==> src/rtl/request_arbiter_pkg.sv <==
// request_arbiter_pkg
//   Shared definitions for the four-way request arbiter: requester count,
//   grant index width and the arbiter state encoding.
package request_arbiter_pkg;

  localparam int NUM_REQ = 4;
  localparam int ID_W    = 2;

  typedef enum logic [1:0] {
    IDLE    = 2'd0,
    GRANT   = 2'd1,
    RELEASE = 2'd2
  } state_e;

endpackage

==> src/rtl/request_arbiter_pick4.sv <==
// arb_pick4
//   Combinational rotating priority encoder over four request lines.
//   Priority starts at start_i and descends with wrap
//   (start_i, start_i-1, ...), so start_i = 3 is plain fixed priority 3>2>1>0.
// Ports:
//   req_i   - eligible request vector
//   start_i - index holding the highest priority for this search
//   id_o    - winning index (0 when nothing is requested)
//   found_o - high when any request bit is set
module arb_pick4
  import request_arbiter_pkg::*;
(
  input  logic [NUM_REQ-1:0] req_i,
  input  logic [ID_W-1:0]    start_i,
  output logic [ID_W-1:0]    id_o,
  output logic               found_o
);

  logic [ID_W-1:0] idx;

  always_comb begin
    id_o    = '0;
    found_o = 1'b0;
    idx     = '0;
    for (int k = 0; k < NUM_REQ; k++) begin
      idx = start_i - ID_W'(k);
      if (!found_o && req_i[idx]) begin
        found_o = 1'b1;
        id_o    = idx;
      end
    end
  end

endmodule

==> src/rtl/request_arbiter.sv <==
// request_arbiter
//   Four-way arbiter with fixed or round-robin priority, a per-grant hold
//   limit (HOLD_MAX cycles) and a one-cycle RELEASE gap between grants.
//   A grant revoked by the hold limit masks that requester from the next
//   arbitration unless it is the only one requesting.
// Ports:
//   clk       - clock, rising edge
//   rst_n     - asynchronous active-low reset
//   req       - request lines, bit 3 highest fixed priority
//   rr_en     - round-robin enable, sampled while IDLE
//   gnt       - registered one-hot grant
//   gnt_id    - registered binary index of the grant (0 when none)
//   gnt_valid - registered, high while a grant is held
//   timeout   - one-cycle pulse when the hold limit revokes a grant
module request_arbiter
  import request_arbiter_pkg::*;
#(
  parameter int unsigned HOLD_MAX   = 16,
  parameter bit          RR_DEFAULT = 1'b0
) (
  input  logic               clk,
  input  logic               rst_n,
  input  logic [NUM_REQ-1:0] req,
  input  logic               rr_en,
  output logic [NUM_REQ-1:0] gnt,
  output logic [ID_W-1:0]    gnt_id,
  output logic               gnt_valid,
  output logic               timeout
);

  localparam int              CNT_W     = 8;
  localparam logic [CNT_W-1:0] HOLD_LAST = CNT_W'(HOLD_MAX - 1);

  state_e             state_q;
  logic [NUM_REQ-1:0] gnt_q;
  logic [ID_W-1:0]    gnt_id_q;
  logic               gnt_valid_q;
  logic               timeout_q;
  logic [CNT_W-1:0]   cnt_q;
  logic [CNT_W-1:0]   cnt_d;
  logic               mask_valid_q;
  logic [ID_W-1:0]    mask_id_q;
  logic [ID_W-1:0]    last_id_q;
  logic               mode_q;

  logic [NUM_REQ-1:0] mask_vec;
  logic [NUM_REQ-1:0] elig_masked;
  logic [NUM_REQ-1:0] elig;
  logic [NUM_REQ-1:0] elig_rev;
  logic [NUM_REQ-1:0] pick_req;
  logic [ID_W-1:0]    pick_start;
  logic [ID_W-1:0]    pick_id;
  logic               pick_found;
  logic [ID_W-1:0]    win_id;
  logic [NUM_REQ-1:0] win_onehot;

  for (genvar gi = 0; gi < NUM_REQ; gi++) begin : g_bits
    assign mask_vec[gi]   = mask_valid_q && (mask_id_q == ID_W'(gi));
    assign elig_rev[gi]   = elig[NUM_REQ-1-gi];
    assign win_onehot[gi] = (win_id == ID_W'(gi));
  end

  // A masked requester only loses if someone else is asking.
  assign elig_masked = req & ~mask_vec;
  assign elig        = (|elig_masked) ? elig_masked : req;

  // The picker searches downwards. Round-robin must ascend from last_id+1,
  // so the vector is bit-reversed: index i maps to 3-i, the start becomes
  // 3-(last_id+1) = 2-last_id (mod 4), and the result maps back via ~id.
  assign pick_req   = mode_q ? elig_rev : elig;
  assign pick_start = mode_q ? (ID_W'(NUM_REQ - 2) - last_id_q) : ID_W'(NUM_REQ - 1);
  assign win_id     = mode_q ? ~pick_id : pick_id;

  arb_pick4 u_pick (
    .req_i   (pick_req),
    .start_i (pick_start),
    .id_o    (pick_id),
    .found_o (pick_found)
  );

  assign cnt_d = cnt_q + CNT_W'(1);

  always_ff @(posedge clk or negedge rst_n) begin
    if (!rst_n) begin
      state_q      <= IDLE;
      gnt_q        <= '0;
      gnt_id_q     <= '0;
      gnt_valid_q  <= 1'b0;
      timeout_q    <= 1'b0;
      cnt_q        <= '0;
      mask_valid_q <= 1'b0;
      mask_id_q    <= '0;
      last_id_q    <= ID_W'(NUM_REQ - 1);
      mode_q       <= RR_DEFAULT;
    end else begin
      timeout_q <= 1'b0;
      case (state_q)
        IDLE: begin
          // Arbitration uses the mode latched on the previous IDLE edge.
          mode_q <= rr_en;
          if (pick_found) begin
            state_q      <= GRANT;
            gnt_q        <= win_onehot;
            gnt_id_q     <= win_id;
            gnt_valid_q  <= 1'b1;
            cnt_q        <= '0;
            mask_valid_q <= 1'b0;
          end
        end
        GRANT: begin
          if (!req[gnt_id_q]) begin
            // A drop takes precedence over the hold limit.
            state_q     <= RELEASE;
            gnt_q       <= '0;
            gnt_id_q    <= '0;
            gnt_valid_q <= 1'b0;
            last_id_q   <= gnt_id_q;
          end else if (cnt_q == HOLD_LAST) begin
            state_q      <= RELEASE;
            gnt_q        <= '0;
            gnt_id_q     <= '0;
            gnt_valid_q  <= 1'b0;
            last_id_q    <= gnt_id_q;
            timeout_q    <= 1'b1;
            mask_valid_q <= 1'b1;
            mask_id_q    <= gnt_id_q;
          end else begin
            cnt_q <= cnt_d;
          end
        end
        RELEASE: begin
          state_q <= IDLE;
        end
        default: begin
          state_q <= IDLE;
        end
      endcase
    end
  end

  assign gnt       = gnt_q;
  assign gnt_id    = gnt_id_q;
  assign gnt_valid = gnt_valid_q;
  assign timeout   = timeout_q;

endmodule
==> config.mk <==
export PLATFORM = sky130hd
export DESIGN_NAME = request_arbiter
export DESIGN_NICKNAME = d
export VERILOG_FILES = /design/src/rtl/request_arbiter_pkg.sv /design/src/rtl/request_arbiter_pick4.sv /design/src/rtl/request_arbiter.sv
export SDC_FILE = /design/constraint.sdc
export NUM_CORES = 1
export LEC_CHECK = 0
export ABC_AREA = 1
export BUFFER_PORTS_ARGS = -buffer_cell sky130_fd_sc_hd__buf_2
export CORE_MARGIN = 3
export CORE_UTILIZATION = 53
export DETAILED_ROUTE_END_ITERATION = 8
export PLACE_DENSITY_LB_ADDON = 0.05
export SYNTH_ARGS = -nofsm -noshare
export SYNTH_HDL_FRONTEND = slang
export SYNTH_SLANG_ARGS = --single-unit
==> constraint.sdc <==
create_clock -name clk -period 2.14 [get_ports clk]
set_input_delay 0 -clock clk [delete_from_list [all_inputs] [get_ports clk]]
set_output_delay 0 -clock clk [all_outputs]
set_load 0.02 [all_outputs]
======== After elaboration in Yosys (flattened, before gate mapping) ========
Index checks and enable logic that the tools add are counted.
storage, ports and cells
  output and inout port bits .............. 8
  logic and storage cells ................. 109
  bits of input ports ..................... 7
  register bits after elaboration ......... 24
cells by class
  eq/ne operators ......................... 14
  bitwise gates (word level) .............. 3
  mux-type cells .......................... 51
  reduce and logical (&&, ||, !) cells .... 21
  order comparisons ....................... 5
  add/sub/neg operators ................... 5
operators by type and width
  operator             number
  $mux 2               14
  $mux 8               3
  $mux 4               5
  $mux 1               18
  $pmux 8 s2           1
  $lt 2x3->1 const B   5
  $bmux 1 s2           5
  $add 8x1->8 const B  1
  $eq 2x2->1 const B   4
  $eq 8x4->1 const B   1
  $ne 2x2->1 const B   4
  $pmux 2 s2           2
  $pmux 4 s2           1
  $reduce_and 4->1     2
  $logic_and 1x1->1    7
  $eq 2x1->1 const B   3
  $logic_not 2->1      3
  $reduce_and 3->1     2
  $and 4x4->4          1
  $not 4->4            1
  $pmux 1 s2           2
  $reduce_and 2->1     2
  $reduce_or 4->1      1
  $sub 2x2->2 const B  2
  7 further kinds      9

======== Logic depth before layout (Yosys ltp) ========
Gate-level depths: netlist (run 1).
  depth in word-level cells ............... 24
  depth in mapped cells ................... 19
  mapped depth without buffers ............ 19

======== Modules after synthesis ========
Synthesis (run 1) repeated with hierarchy kept, for this count alone.
unflattened totals
  cells, all modules ...................... 249
  area, all modules ....................... 1732.9 um2
modules (own cells, without submodules)
  module           area each (um2)  cells an instance  seq. area each (um2)  times used
  request_arbiter  1405.1           190                603.1                 1
  arb_pick4        327.8            59                 0.0                   1

======== Least setup slack after synthesis (run 1) ========
No wires, ideal clock.
  kind .................................... reg-to-reg
  start point ............................. reg mask_id_q[1]
  end point ............................... reg cnt_q[4]
  stages on the path, launching flop included .. 18
  data required time ...................... 2021 ps
  arrival ................................. 1927 ps
  clock period less this slack ............ 2046 ps
  setup slack ............................. 94 ps
  library setup time ...................... 119 ps
  cell sequence ........................... dfrtp_1 > nor2_1 > nand2_1 > nand2_2 > nand2_2 > nor2_8 > nand2_2 > nand3_2 > nand3_1 > nand2_1 > nand2_2 > nor2_4 > nand2_2 > o21ai_2 > nand2_2 > buf_6 > a31oi_1 > nor2_1
between the ends
  word-level cells in the longest chain between the ends .. 21
  elaborated cells on any way between the ends .. 33
  those cells by class .................... eq/ne: 4; mux: 14; bitwise: 2; reduce/logical: 13
ends and longest elaborated chain
  item                                line                         RTL
  start, declared                     request_arbiter.sv:42        logic [ID_W-1:0] mask_id_q;
  start signal, assigned              request_arbiter.sv:126       mask_id_q <= gnt_id_q;
  $eq 2x1->1 (tied with other cells)  request_arbiter.sv:58        assign mask_vec[gi] = mask_valid_q && (mask_id_q == ID_W'(gi));
  $logic_and 1x1->1                   request_arbiter.sv:58
  $not 4->4 *                         request_arbiter.sv:64        assign elig_masked = req & ~mask_vec;
  $and 4x4->4 *                       request_arbiter.sv:64
  $reduce_or 4->1                     request_arbiter.sv:65        assign elig = (|elig_masked) ? elig_masked : req;
  $mux 4 *                            request_arbiter.sv:65
  $mux 4 *                            request_arbiter.sv:70        assign pick_req = mode_q ? elig_rev : elig;
  $bmux 1 s2                          request_arbiter_pick4.sv:27  if (!found_o && req_i[idx]) begin
  (+5 left out)                       --
  $logic_not 1->1                     request_arbiter_pick4.sv:27
  $logic_and 1x1->1                   request_arbiter_pick4.sv:27
  $mux 1                              request_arbiter_pick4.sv:27
  $logic_not 1->1                     request_arbiter_pick4.sv:27
  $logic_and 1x1->1                   request_arbiter_pick4.sv:27
  $mux 1 *                            request_arbiter_pick4.sv:27
  $ne 2x2->1 (no line) *              --
  $reduce_and 4->1 (no line) *        --
  end signal, assigned                request_arbiter.sv:128       cnt_q <= cnt_d;
  end, declared                       request_arbiter.sv:39        logic [CNT_W-1:0] cnt_q;
Every way passes the cells marked *; elsewhere a longest branch is shown, timed or not. The select of a mux whose other input is x is not followed.
A chain may end at the register's enable or synchronous reset.

======== Worst setup path in the final report (run 1) ========
  start point ............................. reg mask_id_q[1]
  end point ............................... reg gnt_q[0], in the netlist gnt[0]
between the ends
  word-level cells in the longest chain between the ends .. 24
  elaborated cells on any way between the ends .. 42
  those cells by class .................... eq/ne: 4; mux: 21; bitwise: 3; reduce/logical: 14
ends and longest elaborated chain
  item                                line                         RTL
  $eq 2x1->1 (tied with other cells)  request_arbiter.sv:58
  $logic_and 1x1->1                   request_arbiter.sv:58
  $not 4->4 *                         request_arbiter.sv:64
  $and 4x4->4 *                       request_arbiter.sv:64
  $reduce_or 4->1                     request_arbiter.sv:65
  $mux 4 *                            request_arbiter.sv:65
  $mux 4 *                            request_arbiter.sv:70
  $bmux 1 s2                          request_arbiter_pick4.sv:27
  (+8 left out)                       --
  $logic_not 1->1                     request_arbiter_pick4.sv:27
  $logic_and 1x1->1                   request_arbiter_pick4.sv:27
  $mux 2                              request_arbiter_pick4.sv:27
  $not 2->2                           request_arbiter.sv:72        assign win_id = mode_q ? ~pick_id : pick_id;
  $mux 2                              request_arbiter.sv:72
  $logic_not 2->1                     request_arbiter.sv:60        assign win_onehot[gi] = (win_id == ID_W'(gi));
  $mux 4                              request_arbiter.sv:101       if (pick_found) begin
  $pmux 4 s2                          request_arbiter.sv:97        case (state_q)
  end signal, assigned                request_arbiter.sv:103       gnt_q <= win_onehot;
  end, declared                       request_arbiter.sv:35        logic [NUM_REQ-1:0] gnt_q;
Marks and branches as above.

==> out/qor.yml, run 1 <==
worst_setup_path:
  cp_cell_sequence: "inv_2 > nand3_2 > nand2_2 > nand2_4 > nor2_8 > nand2_2 > nand3_2 > nand3_4 > nand2_2 > nand2_2 > nor2_4 > nand2_2 > o21ai_4 > buf_6 > nand2_4 > nor2_1 > o21bai_1"
  cp_slowest_stage_delay_ns: 0.45
  required_ns: 2.39
  path_delay_family: "simple AND/OR/NAND/NOR gates"
  cp_max_fo: 6
  critPathArrivalTime_ns: 2.53
  start_kind: "register"
  critPathMostFrequentCell: "nand2_2"
  end_kind: "register"
  cp_slowest_cell: "dfrtp_1"
  rrSetupSlack_ns: -0.14
  worst-path-buf-inv: 2
  worstSetupPathType: "reg2reg"
synthesis:
  synthDistinctLibCells: 31
  ys_warn_count: 0
  synth_xor_area_share_pct: 1.098
  syn_nets: 226
  synth-simple-area-share_pct: 41.41
  syn_avg_cell_area_um2: 7.318
  yosys-mux-area-fraction_pct: 0.6275
  yosysSeqAreaShare_pct: 37.80
  syn_area_um2: 1595
  synth-compound-area-share_pct: 9.804
  synth-seq-cells: 24
  yosys.area_share.adder_pct: 0.7843
  synth_top_family_by_area: "simple AND/OR/NAND/NOR gates"
  syn_inst: 218
route:
  vias: 1657
  route.met3.wl_um: 144
  met1Wirelength_mm: 1.770
  via_per_inst: 5.675
  maxUsedRoutingLayer: "met4"
  wl_per_cell_um: 13.83
  drt_wl_total_mm: 4.037
  drc: 0
  wl_met2_mm: 2.077
  drtAntennaViolNets: 0
  dr.pass1.iters: 4
  first_iter_violations: 112
clocking:
  cts_tree: "yes"
  clockBufferDepth: 2
  cts_buffers: 3
  numClockSinks: 24
  clock-root-buffer: "clkbuf_4"
  insertion_delay_ns: 0.32
  htreeDepth: 1
  path_clk_slew_ns: 0.13
global_routing:
  grt_pass1_wl_mm: 6.299
  grt_antenna_before_repair: 0
  grt_usage_pct: 22.16
  grt_max_degree: 25
  grt_pass1_vias: 1540
  grt_overflow_total: 0
placement:
  dp_hpwl_mm: 2.827
  gp_routability_congestion: 0.8947
  portBuffers: 14
  dpl_cell_area_um2: 1809
timing:
  setup_ws_ns: -0.1393
  min_period_ns: 2.279
  fin_crit_sh_pct: 106.5
  final.setup.tns_ns: -1.231
  worst_pin_slew_ns: 0.5240
  max_freq_mhz: 438.7
  slew_viol_final: 0
  setup_viol: 15
  hold_viol_final: 0
  rsz0062_at_grt: "yes"
  relSlewSlack_pct: 65.07
  finClkSkew_ns: 0.01165
cells_and_area:
  antennaDiodeCount: 0
  fill_cells: 223
  fin_area_um2: 2079
  nNetsFinal: 270
  areaGrowthSynthToFinish_pct: 30.35
  post_route_cells_drive_above_1_share_pct: 38.70
  postLayoutCoreUtil_pct: 74.13
worst_hold_path:
  worstHoldPathType: "in2reg"
power:
  leakage_uw: 0.001062
  ir_drop_mv: 0.7962
  p_per_area_nw_per_um2: 1373
floorplanning:
  pin_count: 15
  dieArea_um2: 3705
  coreArea_um2: 2805
  die_y_um: 60.87
  die_width_um: 60.87
  rows: 19
  start_util_pct: 56.87
flow_run:
  cap_violations: 0
status:
  violations: "setup timing"
  outcome: "finished with violations"
## worst register-to-register path, delay by kind of cell, from the launching register on
family	cells	cell delay, ns
AO/OA/AOI/OAI	2	0.31
AND/OR/NAND/NOR	13	1.23
flip-flops	1	0.45
buffers and inverters	2	0.24
## power by group
part	internal [uW]	switching [uW]	leakage [uW]
clock	104	131	0.0000210
sequential	579	106	0.000300
combinational	740	1190	0.000741
## registers in the layout (all words and copies together), names as in the netlist
register / count
timeout: 1
last_id_q: 2
mode_q: 1
gnt_id: 2
gnt_valid: 1
gnt: 4
cnt_q: 8
state_q: 2
mask_valid_q: 1
mask_id_q: 2
## area by class of cell
cell class              instances  area (um^2)  share of cell area, %
multi-input cells             162         1001                  48.13
flip-flops and latches         24        605.6                  29.12
repair buffers                 41        285.3                  13.72
inverters                      30        112.6                  5.415
well taps                      31        38.79                  1.865
clock buffers                   4        36.28                  1.745
## routing by layer
layer,GRT usage [%],vias up
li1,-,808
met1,25.79,794
met3,4.468,8
met2,40.31,47
met5,0,-
met4,7.430,0
## cell usage in the layout, fill, tap and decap left out, drive strengths merged, types with 2 or more instances in the layout
cell type and instances:
dlygate4sd3 2, dfstp 2, o21ai 15, nor4 2, buf 39, a21oi 5
nand2 69, nor2 17, nand4 10, clkbuf 4, inv 29, nand3 32
o21bai 3, dfrtp 22
## final timing paths
| path | startpoint | endpoint | depth (start not counted) |
|---|---|---|---|
| worst max-delay path | mask_id_q[1]$_DFFE_PN0P_ | gnt[0]$_DFFE_PN0P_ | 17 |
| worst min-delay path | req[2] | mask_valid_q$_DFFE_PN0P_ | 4 |
| worst max register to register | mask_id_q[1]$_DFFE_PN0P_ | gnt[0]$_DFFE_PN0P_ | 17 |
| worst min register to register | gnt[3]$_DFFE_PN0P_ | gnt[3]$_DFFE_PN0P_ | 2 |
| max in group asynchronous | rst_n | mask_id_q[0]$_DFFE_PN0P_ | 2 |
| min in group asynchronous | rst_n | mode_q$_DFFE_PN0N_ | 2 |
## synthesized netlist by cell type
master | n | area share [%]
nor4_1 | 2 | 0.78
xor2_1 | 1 | 0.55
o21ai_0 | 8 | 2.5
o21ai_1 | 6 | 1.9
a31oi_1 | 1 | 0.39
dfstp_2 | 2 | 3.3
inv_1 | 25 | 5.9
mux2i_1 | 1 | 0.63
nor2_4 | 1 | 0.71
nand2_1 | 57 | 13
clkinv_1 | 1 | 0.24
o21bai_1 | 3 | 1.4
nand3_2 | 6 | 3.8
a21oi_1 | 5 | 1.6
nand3_1 | 26 | 8.2
nor2_2 | 1 | 0.39
ha_1 | 1 | 0.78
dfrtp_1 | 22 | 35
or2_2 | 1 | 0.39
nand2_4 | 2 | 1.4
a32o_1 | 1 | 0.63
inv_2 | 4 | 0.94
nor2_8 | 1 | 1.3
buf_6 | 2 | 1.4
o31ai_1 | 1 | 0.47
o21ai_2 | 1 | 0.55
nand2_2 | 10 | 3.9
nor2_1 | 14 | 3.3
xnor2_1 | 1 | 0.55
o22ai_1 | 1 | 0.39
nand4_1 | 10 | 3.9
## per-stage QoR
step	worst slack [ns]	total power [uW]	instances	hold WS, ns
after floorplan	0.09395	1835	218	-0.2956
after global placement	-0.07280	2227	278	-0.005797
after detailed placement	-0.1454	2263	278	0.0002129
after CTS	-0.06591	2673	289	0.1389
after global routing	-0.3263	3082	292	0.1800
final	-0.1393	2854	292	0.1527
## cell families (layout without fill, tap and decap cells)
family	Yosys count	in the layout
buf+inv	32	75
simple gates	131	131
mux	1	1
fa+ha+maj	1	1
xor+xnor	2	2
compound gates	27	27
flops	24	24
## repair_timing
item                                    in CTS  in global routing
endpoints found under the setup margin      13                 17
hold endpoints to repair                    25                  0
setup buffers                                5                  3
gates cloned                                 0                  0
gates resized for setup                     23                 19
pin swaps                                    2                 13
hold buffers                                 2                  0
No activity file was read; power rests on OpenSTA's default activity.
==> inputs of run 2 (changes only) <==
Settings changed: ABC_AREA 1 to default, CORE_UTILIZATION 53 to 52.
==> out/qor.yml, run 2 <==
synthesis:
  yosysMostFrequentCell: "dfrtp_1"
  synthArstFlopShare_pct: 100.0
  synth_edf_count: 0
  syn_area_um2: 1548
  synth_top_cell_by_area: "dfrtp_1"
  synth_top_area_share_pct: 35.57
  syn_inst: 162
  ys_top_cells_by_area: "dfrtp_1 (36%), nand2_1 (4.6%), mux2_2 (3.6%)"
  synthTopCellsByCount: "dfrtp_1 (22), nand2_1 (19), nor2_1 (12)"
  synth_top_family_by_area: "compound AO/OA/AOI/OAI gates"
  ys_warn_count: 0
  yosys-mux-area-fraction_pct: 8.246
  synth_xor_area_share_pct: 2.264
  synth-seq-cells: 24
  syn_avg_cell_area_um2: 9.554
  yosys.area_share.adder_pct: 0.8084
  yosysSeqAreaShare_pct: 38.97
  synth-simple-area-share_pct: 22.31
  synth_top_flop_cell: "dfrtp_1"
  synthDistinctLibCells: 51
  synth-compound-area-share_pct: 23.52
  syn_nets: 170
route:
  via_per_inst: 6.155
  drt_wl_total_mm: 3.767
  wl_per_cell_um: 16.24
  drtAntennaViolNets: 0
  vias: 1428
  dr.pass1.iters: 4
  drc: 0
  first_iter_violations: 120
worst_setup_path:
  path_depth: 6
  rrSetupSlack_ns: -0.05
  critPathArrivalTime_ns: 2.41
  path_delay_family: "compound AO/OA/AOI/OAI gates"
  cp_max_fo: 3
  start_kind: "register"
  cp_cell_sequence: "o41a_1 > mux2_4 > a221oi_4 > a21boi_4 > o21ai_1 > a32o_1"
  cp_slowest_stage_delay_ns: 0.46
  crit_path_end: "gnt[2]$_DFFE_PN0P_"
  startpoint: "mask_id_q[1]$_DFFE_PN0P_"
  end_kind: "register"
  r2r-end: "gnt[2]$_DFFE_PN0P_"
  cp_slowest_cell: "o41a_1"
  required_ns: 2.36
  r2r_cells: 6
  r2r-start: "mask_id_q[1]$_DFFE_PN0P_"
  worst-path-buf-inv: 0
  worstSetupPathType: "reg2reg"
clocking:
  insertion_delay_ns: 0.31
  htreeDepth: 1
  cts_buffers: 3
  cts_tree: "yes"
  clock-root-buffer: "clkbuf_4"
  clockBufferDepth: 2
  path_clk_slew_ns: 0.13
  numClockSinks: 24
timing:
  slew_viol_final: 0
  final.setup.tns_ns: -0.2917
  holdWs_ns: 0.1792
  hold_viol_final: 0
  rsz0062_at_grt: "yes"
  max_freq_mhz: 457.1
  finClkSkew_ns: 0.009339
  fin_crit_sh_pct: 102.2
  min_period_ns: 2.188
  setup_viol: 9
  worst_pin_slew_ns: 0.5266
  setup_ws_ns: -0.04782
  relSlewSlack_pct: 64.89
global_routing:
  grt_pass1_wl_mm: 6.182
  grt-busiest-layer: "met2"
  grt_antenna_before_repair: 0
  grt_usage_pct: 22.56
  grt_pass1_vias: 1297
  grt_max_degree: 25
  gr-usage-met2_pct: 34.10
  grt_overflow_total: 0
  grtUsageMet3_pct: 4.468
  grt_use_met1_pct: 33.82
cells_and_area:
  areaGrowthSynthToFinish_pct: 28.46
  largest_reg_flops: 8
  layout_commonest_cell: "dfrtp_1"
  nNetsFinal: 210
  top_register: "cnt_q"
  final_cell_mix: "dfrtp_1 (22), nand2_1 (19), buf_4 (18)"
  antennaDiodeCount: 0
  post_route_cells_drive_above_1_share_pct: 37.81
floorplanning:
  die_y_um: 60.56
  rows: 19
  die_width_um: 60.56
  dieArea_um2: 3667
  pin_count: 15
  coreArea_um2: 2805
  start_util_pct: 55.17
placement:
  gp_routability_congestion: 0.9161
  dp_hpwl_mm: 2.782
  portBuffers: 14
worst_hold_path:
  worstHoldPathType: "in2async"
status:
  violations: "setup timing"
  outcome: "finished with violations"
power:
  ir_drop_mv: 0.6030
  p_per_area_nw_per_um2: 1319
  leakage_uw: 0.0008599
flow_run:
  cap_violations: 0
[run 2: changes by cell type in the layout (fill, tap and decap cells not counted), sizes merged, moves of 4 or more]
cell and change:
nand4 -6, o21ai -5, nand2 -50, inv -21, mux2 +6, nor2 -5
nor3 +4, nand3 -28
[run 2: layout make-up]
cell class                 count  area, um^2
clock buffer                   4       26.28
fill                         208       817.0
inverter                       8       30.03
multi-input combinational    125       988.4
sequential                    24       603.1
tap                           31       38.79
timing repair buffer          40       301.5
[run 2: stage by stage]
| stage | area (um^2) | util (%) | total power (uW) | worst slack (ns) | std cells |
|---|---|---|---|---|---|
| 3_3_place_gp | 1784 | 63.60 | 2063 | -0.06645 | 223 |
| 6_report | 1988 | 70.87 | 2622 | -0.04782 | 232 |
| 4_1_cts | 1921 | 68.47 | 2495 | -0.06651 | 230 |
| 5_1_grt | 1988 | 70.87 | 2811 | -0.1747 | 232 |
| 3_5_place_dp | 1784 | 63.60 | 2096 | -0.1324 | 223 |
| 2_1_floorplan | 1548 | - | 1637 | 0.006015 | 162 |
[run 2: layer usage]
layer	routed length (um)	share of wire [%]
met1	1741	46
met2	1756	47
met3	235	6.2
met4	34	0.90
met5	0	0
[run 2: power breakdown]
| part | switching (uW) | internal [uW] | total [uW] |
|---|---|---|---|
| clock | 128 | 72.8 | 201 |
| sequential | 124 | 583 | 707 |
| combinational | 903 | 811 | 1710 |
[run 2: repair_timing]
action,4_1_cts,5_1_grt
endpoints found under the hold margin,23,0
hold buffers,2,0
endpoints found under the setup margin,9,17
pin swaps,7,6
setup buffers,1,2
resized for setup,16,15
[run 2: logic make-up after synthesis]
kind of cell / after synthesis
mux: 10
xor+xnor: 4
compound gates: 45
flops: 24
simple gates: 65
buf+inv: 13
fa+ha+maj: 1
[run 2: worst min path at each step]
stage / startpoint / end / slack, ns / depth (start not counted)
after floorplan: rst_n / cnt_q[0]$_DFFE_PN0P_ / -0.30 / 0
after global placement: rst_n / gnt_id[1]$_DFFE_PN0P_ / 0.0009 / 1
after detailed placement: rst_n / gnt_id[1]$_DFFE_PN0P_ / 0.003 / 1
after CTS: rst_n / gnt_id[1]$_DFFE_PN0P_ / 0.19 / 2
after global routing: rst_n / gnt_id[1]$_DFFE_PN0P_ / 0.19 / 2
final: rst_n / gnt_id[1]$_DFFE_PN0P_ / 0.18 / 2
==> inputs of run 3 (changes only) <==
Settings changed: PLACE_DENSITY from default to 0.73, PLACE_DENSITY_LB_ADDON 0.05 to default.
==> out/qor.yml, run 3 (synthesized netlist as in run 2, its figures left out) <==
timing:
  max_freq_mhz: 451.2
  setup_ws_ns: -0.07639
  relSlewSlack_pct: 65.71
  hold_viol_final: 0
  final.setup.tns_ns: -0.3139
  min_period_ns: 2.216
  rsz0062_at_grt: "yes"
  finClkSkew_ns: 0.002953
  fin_crit_sh_pct: 103.6
  setup_viol: 7
  worst_pin_slew_ns: 0.5144
  slew_viol_final: 0
worst_setup_path:
  rrSetupSlack_ns: -0.08
  cp_max_fo: 4
  cp_slowest_stage_delay_ns: 0.46
  start_kind: "register"
  r2r-start: "mask_id_q[0]$_DFFE_PN0P_"
  r2r-end: "gnt[3]$_DFFE_PN0P_"
  worstSetupPathType: "reg2reg"
  path_delay_family: "compound AO/OA/AOI/OAI gates"
  required_ns: 2.36
  r2r_cells: 6
  cp_cell_sequence: "o41a_1 > mux2_4 > a221oi_4 > a41oi_2 > buf_4 > a32o_2"
  end_kind: "register"
  critPathArrivalTime_ns: 2.44
  cp_slowest_cell: "o41a_1"
  worst-path-buf-inv: 1
power:
  finalPower_uw: 2543
  ir_drop_mv: 0.7720
  leakage_uw: 0.0008576
  p_per_area_nw_per_um2: 1313
worst_hold_path:
  worstHoldPathType: "in2async"
cells_and_area:
  top_register: "cnt_q"
  post_route_cells_drive_above_1_share_pct: 36.32
  final_cell_mix: "dfrtp_1 (22), buf_4 (21), nand2_1 (19)"
  antennaDiodeCount: 0
  areaGrowthSynthToFinish_pct: 25.14
  fill_cells: 228
  nNetsFinal: 210
  regArea_um2: 603.1
  multi_input_area_um2: 947.2
  layout_commonest_cell: "dfrtp_1"
  largest_reg_flops: 8
floorplanning:
  pin_count: 15
  die_y_um: 60.56
  coreArea_um2: 2805
  die_width_um: 60.56
  rows: 19
  dieArea_um2: 3667
  start_util_pct: 55.17
placement:
  dp_hpwl_mm: 2.886
  portBuffers: 14
  gp_routability_congestion: 0.8913
clocking:
  clock-root-buffer: "clkbuf_4"
  clockBufferDepth: 2
  cts_tree: "yes"
  cts_buffers: 3
  path_clk_slew_ns: 0.13
  numClockSinks: 24
  insertion_delay_ns: 0.32
  htreeDepth: 1
flow_run:
  cap_violations: 0
route:
  first_iter_violations: 105
  wl_per_cell_um: 16.75
  dr.pass1.iters: 4
  vias: 1412
  drt_wl_total_mm: 3.886
  via_per_inst: 6.086
  drc: 0
  drtAntennaViolNets: 0
status:
  outcome: "finished with violations"
  violations: "setup timing"
global_routing:
  grt_max_degree: 25
  grt_pass1_wl_mm: 6.472
  grt_pass1_vias: 1397
  grt_overflow_total: 0
  grt_antenna_before_repair: 0
  grt_usage_pct: 23.80
[run 3: cell count changes in the layout (fill, tap and decap cells not counted), moves of 2 or more]
cell / previous run / this run
buf_4: 18 / 21
buf_6: 5 / 3
nor2_1: 7 / 10
nor2_2: 0 / 2
nor2_4: 5 / 0
o21ai_0: 5 / 7
o21ai_2: 2 / 0
o22ai_1: 2 / 4
o22ai_2: 2 / 0
[run 3: worst max-delay path by stage]
stage,startpoint,endpoint,depth (start not counted)
global route,mask_id_q[0]$_DFFE_PN0P_,gnt[1]$_DFFE_PN0P_,9
detailed placement,mask_id_q[0]$_DFFE_PN0P_,gnt[0]$_DFFE_PN0P_,7
floorplan,last_id_q[1]$_DFFE_PN1P_,gnt[3]$_DFFE_PN0P_,6
global placement,mask_id_q[1]$_DFFE_PN0P_,gnt[0]$_DFFE_PN0P_,9
finish,mask_id_q[0]$_DFFE_PN0P_,gnt[3]$_DFFE_PN0P_,6
CTS,mask_id_q[1]$_DFFE_PN0P_,gnt[3]$_DFFE_PN0P_,6
[run 3: per-layer routing]
metal / GRT usage, % / up-vias / part of all wire (%)
met4: 9.288 / 0 / 1.7
met3: 2.553 / 6 / 2.7
met2: 43.21 / 34 / 55
li1: - / 682 / -
met1: 28.86 / 690 / 41
met5: 0 / - / 0
[run 3: power by group]
| group | leakage (uW) | internal [uW] | switching (uW) | total (uW) |
|---|---|---|---|---|
| combinational | 0.000526 | 743 | 849 | 1590 |
| clock | 0.0000210 | 104 | 138 | 242 |
| sequential | 0.000311 | 583 | 126 | 709 |
[run 3: worst register-to-register path, stage by stage (launching register included)]
cell,delay (ns)
dfrtp_1,0.43
o41a_1,0.46
mux2_4,0.29
a221oi_4,0.26
a41oi_2,0.23
buf_4,0.20
a32o_2,0.24
[run 3: timing repair]
item / in CTS / in global routing
resized for setup: 8 / 9
endpoints found under the hold margin: 25 / 0
setup buffers: 3 / 0
pin swaps: 6 / 6
endpoints found under the setup margin: 7 / 15
hold buffers: 2 / 0
[run 3: metrics by stage]
stage	setup WS (ns)	hold slack [ns]	util (%)	instance area [um^2]	std cells
after global routing	-0.1597	0.2165	69.05	1937	232
final	-0.07639	0.1785	69.05	1937	232
after floorplan	0.006015	-0.2956	-	1548	162
after detailed placement	-0.07940	0.003832	63.60	1784	223
after CTS	-0.04178	0.1841	68.15	1912	232
after global placement	-0.04370	-0.008167	63.60	1784	223
[run 3: area by class of cell]
| type | count | area share (%) |
|---|---|---|
| clock buffers | 4 | 1.873 |
| inverters | 8 | 1.550 |
| multi-input cells | 125 | 48.90 |
| flip-flops and latches | 24 | 31.14 |
| well taps | 31 | 2.003 |
| repair buffers | 40 | 14.53 |
